<file path="src/rtl/uart_pkg.sv">
// Shared types and helpers for the board-side UART transmitter.
package uart_pkg;

  typedef enum logic [2:0] {
    IDLE   = 3'd0,
    START  = 3'd1,
    DATA   = 3'd2,
    PARITY = 3'd3,
    STOP   = 3'd4
  } tx_state_t;

  localparam int DATA_BITS = 8;

  // Even parity: the extra bit makes the total count of ones even.
  function automatic logic even_parity(input logic [7:0] data);
    return ^data;
  endfunction

endpackage

</file>
<file path="src/rtl/uart_baud_gen.sv">
// Bit-period timer: free-running modulo-CLKS_PER_BIT counter with a restart
// input; bit_done marks the last cycle of each bit period.
module uart_baud_gen #(
  parameter int CLKS_PER_BIT = 4
) (
  input  logic hz100,
  input  logic reset,
  input  logic restart,
  output logic bit_done
);

  localparam int CNT_W = (CLKS_PER_BIT > 1) ? $clog2(CLKS_PER_BIT) : 1;
  localparam logic [CNT_W-1:0] LAST = CNT_W'(CLKS_PER_BIT - 1);

  logic [CNT_W-1:0] count_r;
  logic [CNT_W-1:0] count_s;

  // Next count: restart wins, otherwise wrap at the end of the bit period.
  always_comb begin
    count_s = count_r;
    if (restart) begin
      count_s = {CNT_W{1'b0}};
    end else if (count_r == LAST) begin
      count_s = {CNT_W{1'b0}};
    end else begin
      count_s = count_r + CNT_W'(1);
    end
  end

  // Count register.
  always_ff @(posedge hz100 or negedge reset) begin
    if (!reset) begin
      count_r <= {CNT_W{1'b0}};
    end else begin
      count_r <= count_s;
    end
  end

  assign bit_done = (count_r == LAST);

endmodule

</file>
<file path="src/rtl/uart_tx_port.sv">
// UART transmitter for the student byte interface (txdata/txclk/txready).
// Define UART_TX_PARITY_EN to append an even-parity bit after the data bits.
module uart_tx_port
  import uart_pkg::*;
#(
  parameter int CLKS_PER_BIT = 4,
  parameter int STOP_BITS    = 1
) (
  input  logic       hz100,
  input  logic       reset,
  input  logic [7:0] txdata,
  input  logic       txclk,
  output logic       txready,
  output logic       txd,
  output logic       tx_overrun
);

  tx_state_t  state_r, state_s;
  logic [7:0] shift_r, shift_s;
  logic [2:0] bit_idx_r, bit_idx_s;
  logic       stop_idx_r, stop_idx_s;
  logic       txd_r, txd_s;
  logic       txready_r, txready_s;
  logic       overrun_r, overrun_s;
  logic       txclk_q_r;
  logic       rise_s;
  logic       restart_s;
  logic       bit_done_s;
`ifdef UART_TX_PARITY_EN
  logic       parity_r, parity_s;
`endif

  uart_baud_gen #(
    .CLKS_PER_BIT(CLKS_PER_BIT)
  ) u_baud (
    .hz100   (hz100),
    .reset   (reset),
    .restart (restart_s),
    .bit_done(bit_done_s)
  );

  assign rise_s = txclk & ~txclk_q_r;

  // Next-state, shift register and registered line level.
  always_comb begin
    state_s    = state_r;
    shift_s    = shift_r;
    bit_idx_s  = bit_idx_r;
    stop_idx_s = stop_idx_r;
    txd_s      = txd_r;
    restart_s  = 1'b0;
`ifdef UART_TX_PARITY_EN
    parity_s   = parity_r;
`endif
    // A strobe while busy is dropped but remembered.
    if (rise_s && (state_r != IDLE)) begin
      overrun_s = 1'b1;
    end else begin
      overrun_s = overrun_r;
    end

    case (state_r)
      IDLE: begin
        if (rise_s) begin
          state_s   = START;
          shift_s   = txdata;
          overrun_s = 1'b0;
          restart_s = 1'b1;
          txd_s     = 1'b0;
`ifdef UART_TX_PARITY_EN
          parity_s  = even_parity(txdata);
`endif
        end else begin
          txd_s = 1'b1;
        end
      end
      START: begin
        if (bit_done_s) begin
          state_s   = DATA;
          bit_idx_s = 3'd0;
          txd_s     = shift_r[0];
          shift_s   = {1'b0, shift_r[7:1]};
        end else begin
          txd_s = 1'b0;
        end
      end
      DATA: begin
        if (bit_done_s) begin
          if (bit_idx_r == 3'(DATA_BITS - 1)) begin
`ifdef UART_TX_PARITY_EN
            state_s    = PARITY;
            txd_s      = parity_r;
`else
            state_s    = STOP;
            stop_idx_s = 1'b0;
            txd_s      = 1'b1;
`endif
          end else begin
            bit_idx_s = bit_idx_r + 3'd1;
            txd_s     = shift_r[0];
            shift_s   = {1'b0, shift_r[7:1]};
          end
        end else begin
          txd_s = txd_r;
        end
      end
`ifdef UART_TX_PARITY_EN
      PARITY: begin
        if (bit_done_s) begin
          state_s    = STOP;
          stop_idx_s = 1'b0;
          txd_s      = 1'b1;
        end else begin
          txd_s = parity_r;
        end
      end
`endif
      STOP: begin
        txd_s = 1'b1;
        if (bit_done_s) begin
          if (stop_idx_r == 1'(STOP_BITS - 1)) begin
            state_s = IDLE;
          end else begin
            stop_idx_s = stop_idx_r + 1'b1;
          end
        end else begin
          stop_idx_s = stop_idx_r;
        end
      end
      default: begin
        state_s = IDLE;
        txd_s   = 1'b1;
      end
    endcase

    txready_s = (state_s == IDLE);
  end

  // State and datapath registers; txclk_q resets high so a held strobe is not an edge.
  always_ff @(posedge hz100 or negedge reset) begin
    if (!reset) begin
      state_r    <= IDLE;
      shift_r    <= 8'h00;
      bit_idx_r  <= 3'd0;
      stop_idx_r <= 1'b0;
      txd_r      <= 1'b1;
      txready_r  <= 1'b1;
      overrun_r  <= 1'b0;
      txclk_q_r  <= 1'b1;
`ifdef UART_TX_PARITY_EN
      parity_r   <= 1'b0;
`endif
    end else begin
      state_r    <= state_s;
      shift_r    <= shift_s;
      bit_idx_r  <= bit_idx_s;
      stop_idx_r <= stop_idx_s;
      txd_r      <= txd_s;
      txready_r  <= txready_s;
      overrun_r  <= overrun_s;
      txclk_q_r  <= txclk;
`ifdef UART_TX_PARITY_EN
      parity_r   <= parity_s;
`endif
    end
  end

  assign txd        = txd_r;
  assign txready    = txready_r;
  assign tx_overrun = overrun_r;

endmodule

</file>
<file path="config.mk">
export PLATFORM = sky130hd
export DESIGN_NAME = uart_tx_port
export DESIGN_NICKNAME = d
export VERILOG_FILES = /design/src/rtl/uart_pkg.sv /design/src/rtl/uart_baud_gen.sv /design/src/rtl/uart_tx_port.sv
export SDC_FILE = /design/constraint.sdc
export NUM_CORES = 1
export LEC_CHECK = 0
export ABC_CLOCK_PERIOD_IN_PS = 2900
export BUFFER_PORTS_ARGS = -buffer_cell sky130_fd_sc_hd__buf_4
export CORE_MARGIN = 1.5
export CORE_UTILIZATION = 45
export CTS_CLUSTER_SIZE = 16
export DETAILED_ROUTE_END_ITERATION = 10
export PLACE_DENSITY = 0.65
export SYNTH_ARGS = -nofsm -noshare
export SYNTH_HDL_FRONTEND = slang
export SYNTH_SLANG_ARGS = --single-unit
export TNS_END_PERCENT = 10
</file>
<file path="constraint.sdc">
create_clock -name hz100 -period 2.9 [get_ports hz100]
set_clock_uncertainty 0.2 [all_clocks]
set_input_delay 0.435 -clock hz100 [delete_from_list [all_inputs] [get_ports hz100]]
set_output_delay 0.435 -clock hz100 [all_outputs]
set_load 0.005 [all_outputs]
</file>
==> Word-level counts from Yosys, hierarchy flattened <==
Index checks and enable logic that the tools add are counted.
{ "classes": {"mux": 33, "reduce_logical": 10, "eq_ne": 11, "bitwise": 2, "add_sub_neg": 3} }
{ "op_table": {"columns": ["operator", "count"], "rows": [
  ["2-to-1 mux 8 bit", 4],
  ["2-to-1 mux 3 bit", 9],
  ["case mux 8 bit (3 select lines)", 1],
  ["2-to-1 mux 1 bit", 13],
  ["!= test 2 bit (second input constant)", 6],
  ["case mux 3 bit (4 select lines)", 1],
  ["AND reduction 4 bit", 2],
  ["equality test 3 bit (second input constant)", 2],
  ["logical NOT 3 bit", 2],
  ["case mux 3 bit (2 select lines)", 1],
  ["nonzero test 3 bit", 2],
  ["AND reduction 5 bit", 1],
  ["2-to-1 mux 2 bit", 2],
  ["nonzero test 2 bit", 2],
  ["adder 3 x 1 -> 3 bit (second input constant)", 1],
  ["equality test 3 x 1 -> 1 bit (second input constant)", 1],
  ["equality test 3 x 2 -> 1 bit (second input constant)", 1],
  ["case mux 1 bit (3 select lines)", 1],
  ["adder 2 x 1 -> 2 bit (second input constant)", 1],
  ["equality test 2 bit (second input constant)", 1],
  ["case mux 1 bit (2 select lines)", 1],
  ["adder 1 bit (second input constant)", 1],
  ["bitwise AND 1 bit", 1],
  ["logical AND 1 bit", 1],
  ["inverter 1 bit", 1]
]} }
{ "word_totals": {"reg_bits": 21, "word_cells": 68, "input_bits": 11, "output_inout_bits": 3} }

==> Logic depth before layout (Yosys ltp) <==
{ "logic_depth": {"word_depth": 6, "depth_mapped": 7, "depth_no_buf": 6} }

==> Hierarchy <==
A second synthesis with hierarchy kept.
{ "unflattened": {"cells_unflattened": 91, "hier_area_um2": 973.4} }
{ "by_module_without_submodules": {"columns": ["mod", "seq_area_each_um2", "area_per_inst_um2", "cells_each", "instances"], "rows": [
  ["uart_tx_port", 454.2, 900.9, 86, 1],
  ["uart_baud_gen", 50.0, 72.6, 5, 1]
]} }

==> Worst setup path after synthesis <==
Ideal clock, no wire load.
{ "synth_timing": {"kind": "register -> register", "from": "register bit_idx_r[0]", "to": "register shift_r[0]", "arrival_ns": 1.890, "setup_time_ns": 0.079, "t_required_ns": 2.621, "synth_period_minus_slack_ns": 2.170, "path_stages_with_launch": 8, "slack_ns": 0.730, "n_path_buf": 1, "path_cell_list": "dfrtp_1 > ha_1 > ha_1 > buf_6 > o21a_4 > a211oi_4 > a21boi_4 > a2bb2oi_1"} }
{ "synth_between": {"elab_chain_cells": 3} }
{ "synth_lines": {"columns": ["item", "line", "rtl"], "rows": [
  ["start, declared", "uart_tx_port.sv:20", "logic [2:0] bit_idx_r, bit_idx_s;"],
  ["start signal, assigned", "uart_tx_port.sv:156", "bit_idx_r <= bit_idx_s;"],
  ["equality test 3 bit", "uart_tx_port.sv:89", "if (bit_idx_r == 3'(DATA_BITS - 1)) begin"],
  ["!= test 2 bit (no line)", null, null],
  ["AND reduction 5 bit (no line)", null, null],
  ["end signal, assigned", "uart_tx_port.sv:155", "shift_r <= shift_s;"],
  ["end, declared", "uart_tx_port.sv:19", "logic [7:0] shift_r, shift_s;"]
]} }
Every way passes these cells.
A chain may end at the register's enable or synchronous reset.

==> Worst setup path after layout <==
Same ends and word-level chain as after synthesis.

==> impl_results.md <==
- CP most frequent cell: ha_1
- Die Width: approximately 50 um
- Nets: 122
- Syn Area/Cell: roughly 10 sq um
- Final hold slack: just under 0.05 ns
- Max Slew Vio Count: 0
- Max Buffers Root-to-Sink: 2
- Max Cap Viol: 0
- I/O pin cnt: 14
- Sequential share of power: approximately 41%
- Yosys top cell by area: dfrtp_1
- First-pass iteration count of the detailed router: 4
- CTS root buffer: clkbuf_4
- Hold Vio Cnt, Final: 0
- Top-area cell type share of the netlist area: between 40% and 50%
- DR iter-0 viols: 10
- Slowest stage cell, crit path: dfrtp_1
- Pre-CTS setup slack: approximately 0.60 ns
- Ys Warns: 0
- Setup TNS: 0 ns
- Fmax: around 430 MHz
- Final WS setup: about 0.58 ns
- Worst-margin pin slew: approximately 0.74 ns
- Core Region: roughly 0.002 sq mm
- Status: complete, no violations
- Synth area leaders: dfrtp_1 (43%), dfstp_2 (8.0%), a2bb2oi_1 (6.2%)
- Post-DRT Antenna Nets: 0
- Critical-path maximum fanout: 10
- Sw frac: a little under two fifths
- Initial Util: just under 50%
- CTS buffer count: 3
- Design Power: roughly 1.3 mW
- CTS sink cnt: 20
- Peak supply drop: 0.000571 V
- Initial antenna violation count: 0
- Post-layout minimum cycle time: about 2.3 ns
- DP HPWL: between 1 and 1.5 mm
- Share of cells above drive strength 1: between 20% and 30%
- Antenna cell count: 0
- Area grow syn2layout: 14.5%
- Critical Path, Cell by Cell: ha_1 > ha_1 > o21a_4 > a211oi_4 > buf_4 > a21boi_4 > a2bb2oi_1
- Internal cell power: 0.775 mW
- Post-CTS Setup Repair Bufs: 0
- Gr usage total: between 10% and 20%
- Kind of critical path: flip-flop to flip-flop
- Post-Route WL: 1.71 mm
- Net count after synthesis: 108
- Clock slew seen by the registers of the worst setup and hold paths: 0.11 ns
- Critical path data arrival time: between 2 and 2.5 ns
- CTS tree: yes
- Synth Cell Area: 982 sq um
- #FFs+latches synth: 20
- Req. time, crit path: 2.92 ns
- Net Sw Power: about 0.48 mW
- Detailed-route wire length per cell: 12.8 um
- CP bufs+invs: 1
- CP top delay family: compound AO/OA/AOI/OAI gates
- Min-delay worst type: input pin to flip-flop
- Clock power frac: a little over a tenth
- Syn Inst Count: 94
- FP Rows: 16
- Combinational power share: roughly 49%
- CTS Hold Bufs: 1
- First-pass GRT wire length: a little over 3 mm
- Power density over the cells: 1120 mW/mm^2
- Netlist cell types: 29
- Number of vias per cell: approximately 5.4
- Register area share after synthesis: approximately half
- Die ar.: ~0.0025 sq mm
- GRT overflow: 0
- Largest net degree at the start of global routing: 21
- Die H: approximately 50 um
- RSZ-0062 raised after global routing: false
- Number of fill cells in the layout: approximately 180
- H-tree levels: 1
- Final setup fails: 0
- Clock latency on the worst-skew pair: 0.29 ns
- Crit path largest cell delay: around 0.43 ns
- Vias in the first global route: 705
- Vias: just over 700
- Leakage: 0.485 nW
- I/O Buffers: 13
- Gpl congestion: 0.706
- CP Launch Type: flip-flop
- Max-slew headroom: roughly half
- Post_cts resized: 0
- Residual DRC count: 0
- Final period utilization: around four fifths
- Endpoint class of the critical path: flip-flop
## Yosys cell counts, drive strengths merged
library cell  count
dfrtp            17
a21oi             8
a2bb2oi           7
nand2             7
o22ai             7
o21ai             6
inv               5
nor2              5
buf               3
clkbuf            3
dfstp             3
ha                3
nor3              3
nand3             2
nor2b             2
or3               2
a211o             1
a211oi            1
a21boi            1
a31o              1
a32oi             1
nand2b            1
nand4             1
nor4              1
o21a              1
o2bb2ai           1
xnor2             1
## worst paths after layout
path | start | to | slack (ns) | cells after the start
min reg2reg | u_baud.count_r[0] | u_baud.count_r[0] | 0.25 | 1
max in group asynchronous | reset | txready | 1.89 | 2
min in group asynchronous | reset | shift_r[7] | 0.34 | 2
max reg2reg | bit_idx_r[0] | shift_r[0] | 0.58 | 7
max | bit_idx_r[0] | shift_r[0] | 0.58 | 7
min | txclk | txclk_q_r | 0.05 | 1
## stage by stage
stage / std cells / instance area (sq um) / utilization, %
2_1_floorplan: 94 / 982 / -
3_3_place_gp: 129 / 1090 / 54.4
3_5_place_dp: 129 / 1090 / 54.4
4_1_cts: 134 / 1120 / 56.2
5_1_grt: 134 / 1120 / 56.2
6_report: 134 / 1120 / 56.2
## layout make-up
cell class	count	area, sq um	area share [%]
inverters	5	18.8	1.67
well taps	27	33.8	3.00
clock buffers	4	26.3	2.34
repair buffers	15	115	10.2
multi-input cells	63	427	37.9
flip-flops and latches	20	504	44.8
## cells in the final DEF (no fill, tap or decap), drive strengths merged, types with 2 or more instances in the layout
cell type,instances
dfstp,3
nor3,3
a2bb2oi,7
o21ai,6
clkbuf,4
dfrtp,17
buf,14
nor2,5
or3,2
nand3,2
a21oi,8
o22ai,7
inv,5
nor2b,2
nand2,7
ha,3
## metal layers
metal / track usage [%] / share of wire, % / vias up
met3: 3.64 / 2.5 / 2
li1: - / - / 374
met4: 6.94 / 0.82 / 0
met5: 0 / 0 / -
met1: 23.0 / 52 / 339
met2: 23.3 / 45 / 7
## registers in the layout, indices dropped and copies added, names as in the netlist, named ones only
name / count
state_r: 3
txd: 1
bit_idx_r: 3
shift_r: 8
txclk_q_r: 1
txready: 1
u_baud.count_r: 2
## worst register-to-register path: stages (launching register included)
cell and delay (ns):
dfrtp_1 0.43, ha_1 0.21, ha_1 0.28, o21a_4 0.24, a211oi_4 0.18, buf_4 0.20, a21boi_4 0.31, a2bb2oi_1 0.20
## power groups by stage
stage / Clock [mW] / Combinational, mW / Sequential, mW
finish: 0.134 / 0.610 / 0.510
global route: 0.153 / 0.680 / 0.529
CTS: 0.141 / 0.614 / 0.509
detailed placement: 0 / 0.612 / 0.514
global placement: 0 / 0.602 / 0.514
floorplan: 0 / 0.505 / 0.470
## kinds of logic (layout without fill, tap and decap cells)
family	Yosys count	in the layout	synth area share (%)
compound gates	35	35	26.9
simple gates	24	24	11.8
flops	20	20	51.3
buf+inv	11	24	5.22
fa+ha+maj	3	3	3.82
xor+xnor	1	1	0.892
Note: power is estimated with default switching activity, not from simulation.
